### config.mk
export PLATFORM = sky130hd
export DESIGN_NAME = instr_fetch
export DESIGN_NICKNAME = d
export VERILOG_FILES = /design/src/rtl/instr_fetch_pkg.sv /design/src/rtl/sync2.sv /design/src/rtl/instr_fetch.sv
export SDC_FILE = /design/constraint.sdc
export NUM_CORES = 1
export LEC_CHECK = 0
export CAP_MARGIN = 30
export CORE_ASPECT_RATIO = 0.75
export CORE_MARGIN = 4
export CORE_UTILIZATION = 51
export DETAILED_ROUTE_END_ITERATION = 16
export GPL_TIMING_DRIVEN = 0
export PLACE_DENSITY = 0.86
export SETUP_SLACK_MARGIN = 0.1
export SLEW_MARGIN = 25
export SYNTH_ARGS = -nofsm -noshare
export SYNTH_HDL_FRONTEND = slang
export SYNTH_SLANG_ARGS = --single-unit
export TNS_END_PERCENT = 50
### constraint.sdc
create_clock -name clk -period 6.9 [get_ports clk]
set_input_delay 1.38 -clock clk [delete_from_list [all_inputs] [get_ports clk]]
set_output_delay 1.38 -clock clk [all_outputs]
set_load 0.01 [all_outputs]
### src/rtl/instr_fetch_pkg.sv
// Shared types and constants for the instruction fetch stage and its helpers.
package instr_fetch_pkg;

   localparam int unsigned INST_W     = 32;
   localparam int unsigned MEM_ADDR_W = 15;
   localparam int unsigned CNT_W      = 8;
   localparam logic [INST_W-1:0] NOP  = 32'h0000_0013;

   typedef enum logic [1:0] {
      ST_IDLE    = 2'd0,
      ST_REQ     = 2'd1,
      ST_RELEASE = 2'd2,
      ST_FAULT   = 2'd3
   } fetch_state_e;

   function automatic logic is_word_aligned(input logic [INST_W-1:0] addr);
      return (addr[1:0] == 2'b00);
   endfunction

endpackage

### src/rtl/sync2.sv
// Generic two-flop synchronizer for signals arriving from another timing domain.
module sync2 #(
   parameter int unsigned WIDTH = 1
) (
   input  logic             clk,
   input  logic             rst_n,
   input  logic [WIDTH-1:0] d_i,
   output logic [WIDTH-1:0] q_o
);

   logic [WIDTH-1:0] meta_q;
   logic [WIDTH-1:0] sync_q;

   always_ff @(posedge clk or negedge rst_n) begin
      if (!rst_n) begin
         meta_q <= '0;
         sync_q <= '0;
      end else begin
         meta_q <= d_i;
         sync_q <= meta_q;
      end
   end

   assign q_o = sync_q;

endmodule

### src/rtl/instr_fetch.sv
// Instruction fetch stage: drives the level-handshake instruction RAM and feeds
// decode through a one-entry valid/ready buffer, with redirect and fault handling.
module instr_fetch
   import instr_fetch_pkg::*;
#(
   parameter logic [31:0] RESET_PC = 32'h0000_0000,
   parameter int unsigned TIMEOUT  = 255
) (
   input  logic                  clk,
   input  logic                  rst_n,
   output logic                  mem_cs,
   output logic                  mem_we,
   output logic                  mem_data_valid,
   output logic [INST_W-1:0]     mem_wdata,
   output logic [MEM_ADDR_W-1:0] mem_addr,
   input  logic                  mem_ready,
   input  logic [INST_W-1:0]     mem_rdata,
   input  logic                  redirect_valid,
   input  logic [INST_W-1:0]     redirect_pc,
   output logic                  inst_valid,
   input  logic                  inst_ready,
   output logic [INST_W-1:0]     inst,
   output logic [INST_W-1:0]     inst_pc,
   output logic                  fault
);

   localparam logic [CNT_W-1:0] TIMEOUT_CNT = CNT_W'(TIMEOUT);

   fetch_state_e          state_q, state_d;
   logic [INST_W-1:0]     fetch_pc_q, fetch_pc_d;
   logic [INST_W-1:0]     inst_q, inst_d;
   logic [INST_W-1:0]     inst_pc_q, inst_pc_d;
   logic                  inst_valid_q, inst_valid_d;
   logic                  discard_q, discard_d;
   logic [CNT_W-1:0]      cnt_q, cnt_d;
   logic [MEM_ADDR_W-1:0] mem_addr_q, mem_addr_d;

   logic                  ready_s;
   logic                  redirect_bad;
   logic                  buf_free;
   logic                  req_done;
   logic [CNT_W-1:0]      cnt_inc;
   logic                  timeout_hit;

   sync2 #(.WIDTH(1)) u_ready_sync (
      .clk   (clk),
      .rst_n (rst_n),
      .d_i   (mem_ready),
      .q_o   (ready_s)
   );

   // A redirect flushes the buffer, so it also frees the slot for the in-flight word.
   assign redirect_bad = redirect_valid && !is_word_aligned(redirect_pc);
   assign buf_free     = !inst_valid_q || inst_ready || redirect_valid;
   assign req_done     = (state_q == ST_REQ) && ready_s && buf_free;
   assign cnt_inc      = cnt_q + CNT_W'(1);
   assign timeout_hit  = (cnt_inc == TIMEOUT_CNT);

   // NOTE: every register uses <= so all flops update from the same pre-edge values.
   always_ff @(posedge clk or negedge rst_n) begin
      if (!rst_n) begin
         state_q      <= ST_IDLE;
         fetch_pc_q   <= RESET_PC;
         inst_q       <= '0;
         inst_pc_q    <= '0;
         inst_valid_q <= 1'b0;
         discard_q    <= 1'b0;
         cnt_q        <= '0;
         mem_addr_q   <= RESET_PC[MEM_ADDR_W-1:0];
      end else begin
         state_q      <= state_d;
         fetch_pc_q   <= fetch_pc_d;
         inst_q       <= inst_d;
         inst_pc_q    <= inst_pc_d;
         inst_valid_q <= inst_valid_d;
         discard_q    <= discard_d;
         cnt_q        <= cnt_d;
         mem_addr_q   <= mem_addr_d;
      end
   end

   // cs only moves once ready_s has caught up with it, so the RAM never sees
   // an edge during its response delay.
   always_comb begin
      state_d = state_q;
      unique case (state_q)
         ST_IDLE: begin
            if (!ready_s) state_d = ST_REQ;
         end
         ST_REQ: begin
            if (req_done)         state_d = ST_RELEASE;
            else if (timeout_hit) state_d = ST_FAULT;
         end
         ST_RELEASE: begin
            if (!ready_s)         state_d = ST_REQ;
            else if (timeout_hit) state_d = ST_FAULT;
         end
         ST_FAULT: state_d = ST_FAULT;
         default:  state_d = ST_FAULT;
      endcase
      if ((state_q != ST_FAULT) && redirect_bad) state_d = ST_FAULT;
   end

   always_comb begin
      mem_cs = 1'b0;
      fault  = 1'b0;
      unique case (state_q)
         ST_REQ:   mem_cs = 1'b1;
         ST_FAULT: fault  = 1'b1;
         default:  ;
      endcase
   end

   // NOTE: every _d gets its hold value first so no path through this block infers a latch.
   always_comb begin
      fetch_pc_d   = fetch_pc_q;
      inst_d       = inst_q;
      inst_pc_d    = inst_pc_q;
      discard_d    = discard_q;
      inst_valid_d = inst_valid_q && !inst_ready;
      cnt_d        = cnt_q;

      if (state_q != ST_FAULT) begin
         if (req_done) begin
            discard_d = 1'b0;
            if (!discard_q && !redirect_valid) begin
               inst_d       = mem_rdata;
               inst_pc_d    = fetch_pc_q;
               inst_valid_d = 1'b1;
               fetch_pc_d   = fetch_pc_q + 32'd4;
            end
         end
         // Redirect wins over capture; a request still in flight is marked stale.
         if (redirect_valid) begin
            inst_valid_d = 1'b0;
            fetch_pc_d   = redirect_pc;
            if ((state_q == ST_REQ) && !req_done) discard_d = 1'b1;
         end
      end

      if (state_d == ST_FAULT) inst_valid_d = 1'b0;

      if (state_d != state_q) begin
         cnt_d = '0;
      end else if ((state_q == ST_REQ) || (state_q == ST_RELEASE)) begin
         cnt_d = cnt_inc;
      end

      // The RAM address is frozen for the whole request phase, even across a redirect.
      mem_addr_d = (state_q == ST_REQ) ? mem_addr_q : fetch_pc_d[MEM_ADDR_W-1:0];
   end

   assign mem_we         = 1'b0;
   assign mem_data_valid = 1'b0;
   assign mem_wdata      = '0;
   assign mem_addr       = mem_addr_q;
   assign inst_valid     = inst_valid_q;
   assign inst           = inst_q;
   assign inst_pc        = inst_pc_q;

endmodule

==> flow_summary.json, run 1 <==
{
  "totalWireLength_mm": 18.6,
  "antenna_found_initial": 0,
  "finalNetCount": 855,
  "ir_drop_mv": 0.266,
  "finalHoldViolCount": 0,
  "ios": 185,
  "fmax_mhz": 264,
  "grt_pass1_vias": 5709,
  "slew_headroom_pct": 51.1,
  "cts-root-buf": "clkbuf_16",
  "gp_congestion": 0.893,
  "final-setup-viol-count": 0,
  "clk_path_buf_depth": 2,
  "netlist_area_um2": 6210,
  "p_per_area_nw_per_um2": 455,
  "ys_ff_latch": 125,
  "grt_max_degree": 83,
  "clock-sinks": 125,
  "yosys.area_share.simple_pct": 12.7,
  "start_kind": "input pin",
  "critPathMaxFanout": 10,
  "place_ws_ns": 2.78,
  "io_buffers": 150,
  "n_antenna_cell": 0,
  "setup_ws_ns": 3.12,
  "cts_tree": "yes",
  "dr.pass1.iters": 8,
  "final_common_cell": "clkdlybuf4s50_1",
  "crit_path_end_kind": "register",
  "layout_common_cells": "clkdlybuf4s50_1, dfrtp_1, mux2_2",
  "worstPathArrival_ns": 4.09,
  "die_h_um": 104,
  "dp_hpwl_mm": 13.2,
  "yosys_warnings": 0,
  "cts_setup_buffers": 0,
  "grt_pass1_wl_mm": 29.5,
  "min_period_ns": 3.78,
  "cap_violations": 0,
  "avgRoutedWirePerCell_um": 19.5,
  "async_flop_share_pct": 100,
  "final_layout_size_suffix_gt1_share_pct": 21.3,
  "hp-start": "u_ready_sync.meta_q$_DFF_PN0_",
  "start_util_pct": 52.9,
  "synthCells": 576,
  "drv_slew": 0,
  "vias": 5485,
  "status": "finished, final reports clean",
  "worstPathRequired_ns": 7.21,
  "clk_latency_ns": 0.42,
  "drc": 0,
  "path_clk_slew_ns": 0.06,
  "synthXorXnorAreaFrac_pct": 1.27,
  "area_growth_pct": 38.9,
  "synth_compound_area_share_pct": 13.0,
  "fillers": 813,
  "die_area_um2": 14000,
  "crit_path_start": "redirect_valid",
  "fin_hold_ws_ns": 0.353,
  "drtAntennaViolNets": 0,
  "track_usage_pct": 26.7,
  "finClkSkew_ns": 0.00637,
  "r2r-start": "state_q[1]$_DFF_PN0_",
  "critical_path_class": "input pin to register",
  "initialDrtViolationCount": 440,
  "core_um2": 11700,
  "grt_setup_unrepaired": "no",
  "ys_types": 61,
  "hp-class": "register to register",
  "h-tree-depth": 4,
  "p_leak_uw": 0.00366,
  "numCtsBuffers": 17,
  "tightest_slew_ns": 0.728,
  "rows": 34,
  "ctsResizeCount": 0,
  "synthAdderAreaFrac_pct": 1.41,
  "synthMuxAreaShare_pct": 14.3,
  "hold_buffers": 0,
  "yosysSeqAreaShare_pct": 50.4,
  "overflow": 0,
  "die_x_um": 135,
  "via_per_inst": 5.75,
  "post-route-period-util_pct": 54.8,
  "synth_edf_count": 0,
  "synth_top_family_by_area": "multiplexers",
  "synth-main-ff-cell": "dfrtp_1",
  "syn_avg_cell_area_um2": 10.8
}
[sequential cells by signal, summed over array words and instances, names as in the netlist]
register,cells
fetch_pc_q,32
u_ready_sync.q_o,1
inst_pc,32
inst_valid,1
state_q,2
discard_q,1
u_ready_sync.meta_q,1
cnt_q,8
inst,32
mem_addr,15
[where the power goes]
part / switching [µW] / internal, µW
logic: 833 / 901
registers: 288 / 1080
clock network: 340 / 488
total: 1460 / 2470
[worst max-delay path, cell delays in order]
cell and delay [ns]:
clkdlybuf4s50_1 0.51, clkbuf_1 0.33, nand2_1 0.20, clkbuf_1 0.57, clkbuf_1 0.63, o22ai_1 0.19
o31ai_1 0.26
[cell type report]
cell class / count / area [µm²] / area share (%)
sequential: 125 / 3130 / 36.3
tap: 162 / 203 / 2.35
buffer: 62 / 374 / 4.34
timing repair buffer: 151 / 1530 / 17.8
inverter: 15 / 56.3 / 0.653
clock inverter: 12 / 88.8 / 1.03
multi-input combinational: 407 / 2780 / 32.2
clock buffer: 20 / 467 / 5.41
[worst paths after layout]
check,to,slack [ns],cells after the start
setup / recovery,mem_addr[6]$_DFFE_PN0N_,3.12,7
hold / removal,u_ready_sync.q_o$_DFF_PN0_,0.35,0
setup reg to reg,inst_pc[29]$_DFFE_PN0P_,3.85,9
hold reg to reg,u_ready_sync.q_o$_DFF_PN0_,0.35,0
max in group asynchronous,inst_pc[19]$_DFFE_PN0P_,5.35,2
min in group asynchronous,inst[27]$_DFFE_PN0P_,0.84,1
[stage by stage]
stage                     total power (µW)  utilization (%)  std cells  area (µm²)  TNS [ns]
after floorplan                       2220                -        609        6340         0
after global placement                2970             68.5        921        8040    -33.58
after detailed placement              3060             68.8        922        8070         0
after CTS                             3920             73.5        954        8630         0
after global routing                  4140             73.5        954        8630         0
final                                 3930             73.5        954        8630         0
[Yosys cell counts (2+ instances only)]
master	number	area, µm²
nor4_4	2	42.5
a31oi_1	6	37.5
dfrtp_1	125	3130
nor3_1	12	60.1
nand2b_1	9	56.3
inv_1	15	56.3
and3_1	2	12.5
nand4_1	5	31.3
ha_1	7	87.6
nand2_1	41	154
buf_2	11	55.1
or3_4	2	22.5
o21ai_0	23	115
nand3_1	26	130
and4_1	4	35.0
o31ai_1	5	37.5
o21ba_2	3	30.0
a21oi_1	37	185
a2bb2oi_1	4	35.0
o21bai_1	2	15.0
xor2_1	2	17.5
o22ai_1	18	113
mux2_2	76	856
a22oi_1	7	52.6
nor2b_1	2	12.5
a41oi_1	3	26.3
mux2i_1	3	30.0
nor2_1	34	128
and2_1	3	18.8
clkbuf_1	16	60.1
o21a_1	2	15.0
buf_4	34	255
xnor2_1	7	61.3
[cell families after synthesis]
logic type,count (synthesis)
simple gates,152
compound gates,126
flops,125
mux,79
buf+inv,77
xor+xnor,9
fa+ha+maj,7
other cells,1
[metal layers]
| metal | share of wire (%) | GRT usage, % | up-vias |
|---|---|---|---|
| met2 | 47 | 42.1 | 361 |
| met1 | 37 | 32.3 | 2648 |
| li1 | - | - | 2418 |
| met3 | 13 | 11.2 | 58 |
| met4 | 2.9 | 11.2 | 0 |
| met5 | 0 | 0 | - |
(Power assumes the default switching activity.)
==> inputs of run 2 (changes only) <==
- CORE_UTILIZATION: 51 -> 43
- PLACE_DENSITY: 0.86 -> 0.77
- clock period: 6.9 -> 3.45 ns (I/O delays scaled with it)
==> run 2 against run 1 <==
  * Highest routed layer unchanged
  * Clock power rose by 130%
  * Die area rose by 17%
  * Non-clock buffer count did not move
  * Clock-buffer cell count fell by 1
  * Critical endpoint is now inst_pc[27]$_DFFE_PN0P_
  * Sequential power rose by 100%
  * Sequential share of layout area fell by 0.43 points
==> flow_summary.json, run 2 (synthesized netlist as in run 1, its figures left out) <==
{
  "status": "finished, final reports clean",
  "post-route-period-util_pct": 87.2,
  "gp_congestion": 0.893,
  "layout_common_cells": "clkdlybuf4s50_1, dfrtp_1, mux2_2",
  "drtAntennaViolNets": 0,
  "finClkSkew_ns": 0.0111,
  "p_int_uw": 5130,
  "critPathMaxFanout": 10,
  "h-tree-depth": 4,
  "cts-root-buf": "clkbuf_16",
  "dp_hpwl_mm": 13.2,
  "max_stage_delay_ns": 0.58,
  "cts_setup_buffers": 0,
  "switching_share_pct": 36.4,
  "clk_latency_ns": 0.42,
  "drv_slew": 0,
  "fillers": 1092,
  "die_x_um": 147,
  "grt_pass1_vias": 5525,
  "finalNetCount": 855,
  "cap_violations": 0,
  "clockPowerShare_pct": 23.4,
  "critical_path_class": "input pin to register",
  "core_um2": 13900,
  "p_comb_share_pct": 42.8,
  "overflow": 0,
  "dr.pass1.iters": 6,
  "fin_hold_ws_ns": 0.148,
  "path_clk_slew_ns": 0.06,
  "grt_max_degree": 85,
  "worstPathArrival_ns": 3.31,
  "cts_tree": "yes",
  "fmax_mhz": 332,
  "grt_pass1_wl_mm": 29.6,
  "n_antenna_cell": 0,
  "area_growth_pct": 40.6,
  "slowest_stage": "clkdlybuf4s50_1",
  "clock-sinks": 125,
  "clk_path_buf_depth": 2,
  "final_layout_size_suffix_gt1_share_pct": 21.2,
  "finalHoldViolCount": 0,
  "min_period_ns": 3.01,
  "hold_buffers": 0,
  "final_util_pct": 62.7,
  "vias": 5383,
  "track_usage_pct": 22.7,
  "antenna_found_initial": 0,
  "p_switching_uw": 2940,
  "crit_path_end_kind": "register",
  "ctsResizeCount": 0,
  "die_area_um2": 16500,
  "totalWireLength_mm": 18.5,
  "die_h_um": 112,
  "hp-class": "input pin to async pin",
  "via_per_inst": 5.45,
  "rows": 37,
  "initialDrtViolationCount": 447,
  "dp_cells": 955,
  "io_buffers": 150,
  "critical_path.cell_chain": "clkdlybuf4s50_1 -> or3b_1 -> clkbuf_1 -> nand3_2 -> nor2_1 -> buf_2 -> buf_2 -> mux2_2",
  "fin_cells": 987,
  "worstPathRequired_ns": 3.75,
  "final_common_cell": "clkdlybuf4s50_1",
  "p_leak_uw": 0.00369,
  "ios": 185,
  "final-setup-viol-count": 0,
  "tightest_slew_ns": 0.794,
  "crit_path_frequent_cell": "buf_2",
  "seqPwrFrac_pct": 33.7,
  "slew_headroom_pct": 46.3,
  "p_per_area_nw_per_um2": 923,
  "start_util_pct": 44.6,
  "grt_setup_unrepaired": "no",
  "ir_drop_mv": 0.515,
  "avgRoutedWirePerCell_um": 18.8,
  "numCtsBuffers": 17,
  "start_kind": "input pin",
  "drc": 0
}
-- run 2: cell types whose count changed in the layout (fill, tap and decap cells not counted), sizes merged --
cell,before,now
clkbuf,36,35
bufinv,0,3
clkinvlp,4,2
clkinv,6,2
inv,17,21
-- run 2: layout make-up --
class	instances	area (µm²)	area share, %
tap	195	244	2.79
inverter	15	56.3	0.645
sequential	125	3130	35.8
timing repair buffer	151	1530	17.6
clock inverter	13	175	2.01
clock buffer	19	443	5.07
multi-input combinational	407	2780	31.8
buffer	62	374	4.28
-- run 2: stage by stage --
stage	cell area [µm²]	TNS [ns]	worst slack [ns]	total power (µW)
after floorplan	6340	0	1.08	4440
after global placement	8080	-383.68	-3.08	5960
after detailed placement	8110	0	0.0428	6120
after CTS	8730	0	0.468	8060
after global routing	8730	0	0.277	8510
final	8730	0	0.441	8060
-- run 2: power by group through the flow --
stage / combinational, µW / clock [µW] / sequential [µW]
finish: 3450 / 1890 / 2720
global route: 3720 / 1980 / 2810
CTS: 3440 / 1910 / 2710
detailed placement: 3400 / 0 / 2720
global placement: 3290 / 0 / 2670
floorplan: 1650 / 0 / 2800
-- run 2: final timing paths --
path	from	end	slack, ns	depth (start not counted)
max reg2reg	state_q[1]$_DFF_PN0_	inst_pc[27]$_DFFE_PN0P_	0.48	9
max	redirect_valid	inst_pc[27]$_DFFE_PN0P_	0.44	8
max in group asynchronous	rst_n	mem_addr[11]$_DFFE_PN0N_	2.58	2
min reg2reg	u_ready_sync.meta_q$_DFF_PN0_	u_ready_sync.q_o$_DFF_PN0_	0.35	0
min	rst_n	inst[31]$_DFFE_PN0P_	0.15	1
min in group clk	u_ready_sync.meta_q$_DFF_PN0_	u_ready_sync.q_o$_DFF_PN0_	0.35	0
-- run 2: metal layers --
| metal | part of all wire [%] | routed length, µm | global-route usage [%] | up-vias |
|---|---|---|---|---|
| met5 | 0 | 0 | 0 | - |
| li1 | - | - | - | 2419 |
| met4 | 2.3 | 425 | 6.70 | 0 |
| met2 | 46 | 8460 | 36.1 | 327 |
| met3 | 12 | 2280 | 9.60 | 44 |
| met1 | 40 | 7350 | 28.3 | 2593 |
-- run 2: critical path: cells and delay by family --
kind / cells / cell delay, ns
buf+inv: 4 / 1.40
mux: 1 / 0.37
simple gates: 3 / 0.84
==> inputs of run 3 (changes only) <==
- GPL_TIMING_DRIVEN: 0 -> default
- TNS_END_PERCENT: 50 -> default
==> run 3 against run 2 <==
  * Clock-buffer cell count down 2
  * Clock power decreased by 6%
  * Routed wire length fell by 5.2%
  * Worst setup slack gained 0.094 ns
  * Combinational power down 3%
  * Die area unchanged
  * Final area shrank 3.3%
  * Register-to-register slack better by 0.44 ns
  * Non-clock buffer count decreased by 46
  * First-iteration DRC count fell by 39%
  * Sequential power barely moved
  * Sequential cell count is the same
  * Critical endpoint is now mem_cs
==> flow_summary.json, run 3 (synthesized netlist as in run 1, its figures left out) <==
{
  "status": "finished, final reports clean",
  "rows": 37,
  "dp_hpwl_mm": 12.6,
  "grt_setup_unrepaired": "no",
  "critical_path_class": "register to primary output",
  "setup_tns_ns": 0,
  "numCtsBuffers": 17,
  "dr.pass1.iters": 5,
  "path_clk_slew_ns": 0.06,
  "totalWireLength_mm": 17.6,
  "final_common_cell": "clkdlybuf4s50_1",
  "max_stage_delay_ns": 0.62,
  "vias": 5086,
  "grt_max_degree": 45,
  "gp_congestion": 0.878,
  "drtAntennaViolNets": 0,
  "worst-path-buf-inv": 3,
  "finalNetCount": 809,
  "h-tree-depth": 4,
  "tightest_slew_ns": 0.797,
  "start_util_pct": 44.6,
  "clk_path_buf_depth": 2,
  "die_x_um": 147,
  "critPathMaxFanout": 23,
  "io_buffers": 150,
  "n_antenna_cell": 0,
  "drv_slew": 0,
  "cap_violations": 0,
  "ios": 185,
  "final_layout_size_suffix_gt1_share_pct": 18.9,
  "hp-class": "input pin to async pin",
  "initialDrtViolationCount": 273,
  "die_h_um": 112,
  "hold_buffers": 0,
  "final_util_pct": 60.6,
  "p_leak_uw": 0.00348,
  "worstPathRequired_ns": 2.76,
  "critical-path-top-delay-family": "buffers and inverters",
  "via_per_inst": 5.40,
  "final-setup-viol-count": 0,
  "area_growth_pct": 35.9,
  "finClkSkew_ns": 0.00633,
  "post-route-period-util_pct": 84.5,
  "avgRoutedWirePerCell_um": 18.7,
  "antenna_found_initial": 0,
  "cts_setup_buffers": 0,
  "cts-root-buf": "clkbuf_16",
  "grt_pass1_wl_mm": 28.2,
  "start_kind": "register",
  "clk_latency_ns": 0.42,
  "clock-sinks": 125,
  "finalHoldViolCount": 0,
  "die_area_um2": 16500,
  "layout_common_cells": "clkdlybuf4s50_1, dfrtp_1, mux2_2",
  "worstPathArrival_ns": 2.22,
  "place_ws_ns": 0.513,
  "core_um2": 13900,
  "overflow": 0,
  "cts_tree": "yes",
  "setup_ws_ns": 0.535,
  "ir_drop_mv": 0.478,
  "fmax_mhz": 343,
  "slew_headroom_pct": 46.1,
  "slowest_stage": "clkdlybuf4s50_1",
  "track_usage_pct": 21.5,
  "grt_pass1_vias": 5439,
  "drc": 0,
  "ctsResizeCount": 0,
  "min_period_ns": 2.91,
  "fillers": 1122,
  "p_per_area_nw_per_um2": 932,
  "crit_path_end_kind": "primary output",
  "critical_path.cell_chain": "inv_1 -> ha_1 -> buf_4 -> clkdlybuf4s50_1"
}
[run 3: changes by cell type in the layout (fill, tap and decap cells not counted), sizes merged]
cell,before,now
buf,48,18
clkinv,2,8
bufinv,3,2
clkinvlp,2,3
clkbuf,35,17
inv,21,17
[run 3: path summary, 6_finish.rpt]
path	start	endpoint	slack, ns	cells after the start
min in group clk	u_ready_sync.meta_q$_DFF_PN0_	u_ready_sync.q_o$_DFF_PN0_	0.35	0
max in group asynchronous	rst_n	fetch_pc_q[18]$_DFFE_PN0P_	2.40	2
setup / recovery	state_q[1]$_DFF_PN0_	mem_cs	0.54	4
hold / removal	rst_n	mem_addr[7]$_DFFE_PN0N_	0.26	1
setup reg to reg	state_q[1]$_DFF_PN0_	fetch_pc_q[22]$_DFFE_PN0P_	0.92	7
hold reg to reg	u_ready_sync.meta_q$_DFF_PN0_	u_ready_sync.q_o$_DFF_PN0_	0.35	0
[run 3: through the flow]
step           instance area [µm²]  std cells  total power, µW  hold slack (ns)
2_1_floorplan                 6340        609             4440            0.331
3_3_place_gp                  7850        909             5940            0.340
3_5_place_dp                  7850        909             6080            0.337
4_1_cts                       8440        941             7890            0.272
5_1_grt                       8440        941             8340            0.298
6_report                      8440        941             7870            0.261
[run 3: cell type report]
| class | count | area, µm² | area share [%] |
|---|---|---|---|
| Multi-Input combinational cell | 407 | 2790 | 33.0 |
| Sequential cell | 125 | 3130 | 37.0 |
| Clock inverter | 15 | 166 | 1.97 |
| Timing Repair Buffer | 167 | 1640 | 19.4 |
| Tap cell | 195 | 244 | 2.89 |
| Clock buffer | 17 | 425 | 5.04 |
| Inverter | 15 | 56.3 | 0.667 |
[run 3: power by group]
part,switching [µW],total [µW],leakage (µW),internal (µW)
sequential,591,2740,0.00152,2150
combinational,1570,3360,0.00168,1790
clock,697,1770,0.000280,1070
total,2850,7870,0.00348,5010
[run 3: metal layers]
layer	track usage [%]	wire (µm)
met1	26.2	7140
met2	34.2	8090
met3	9.81	1990
met4	7.27	333
met5	0	0
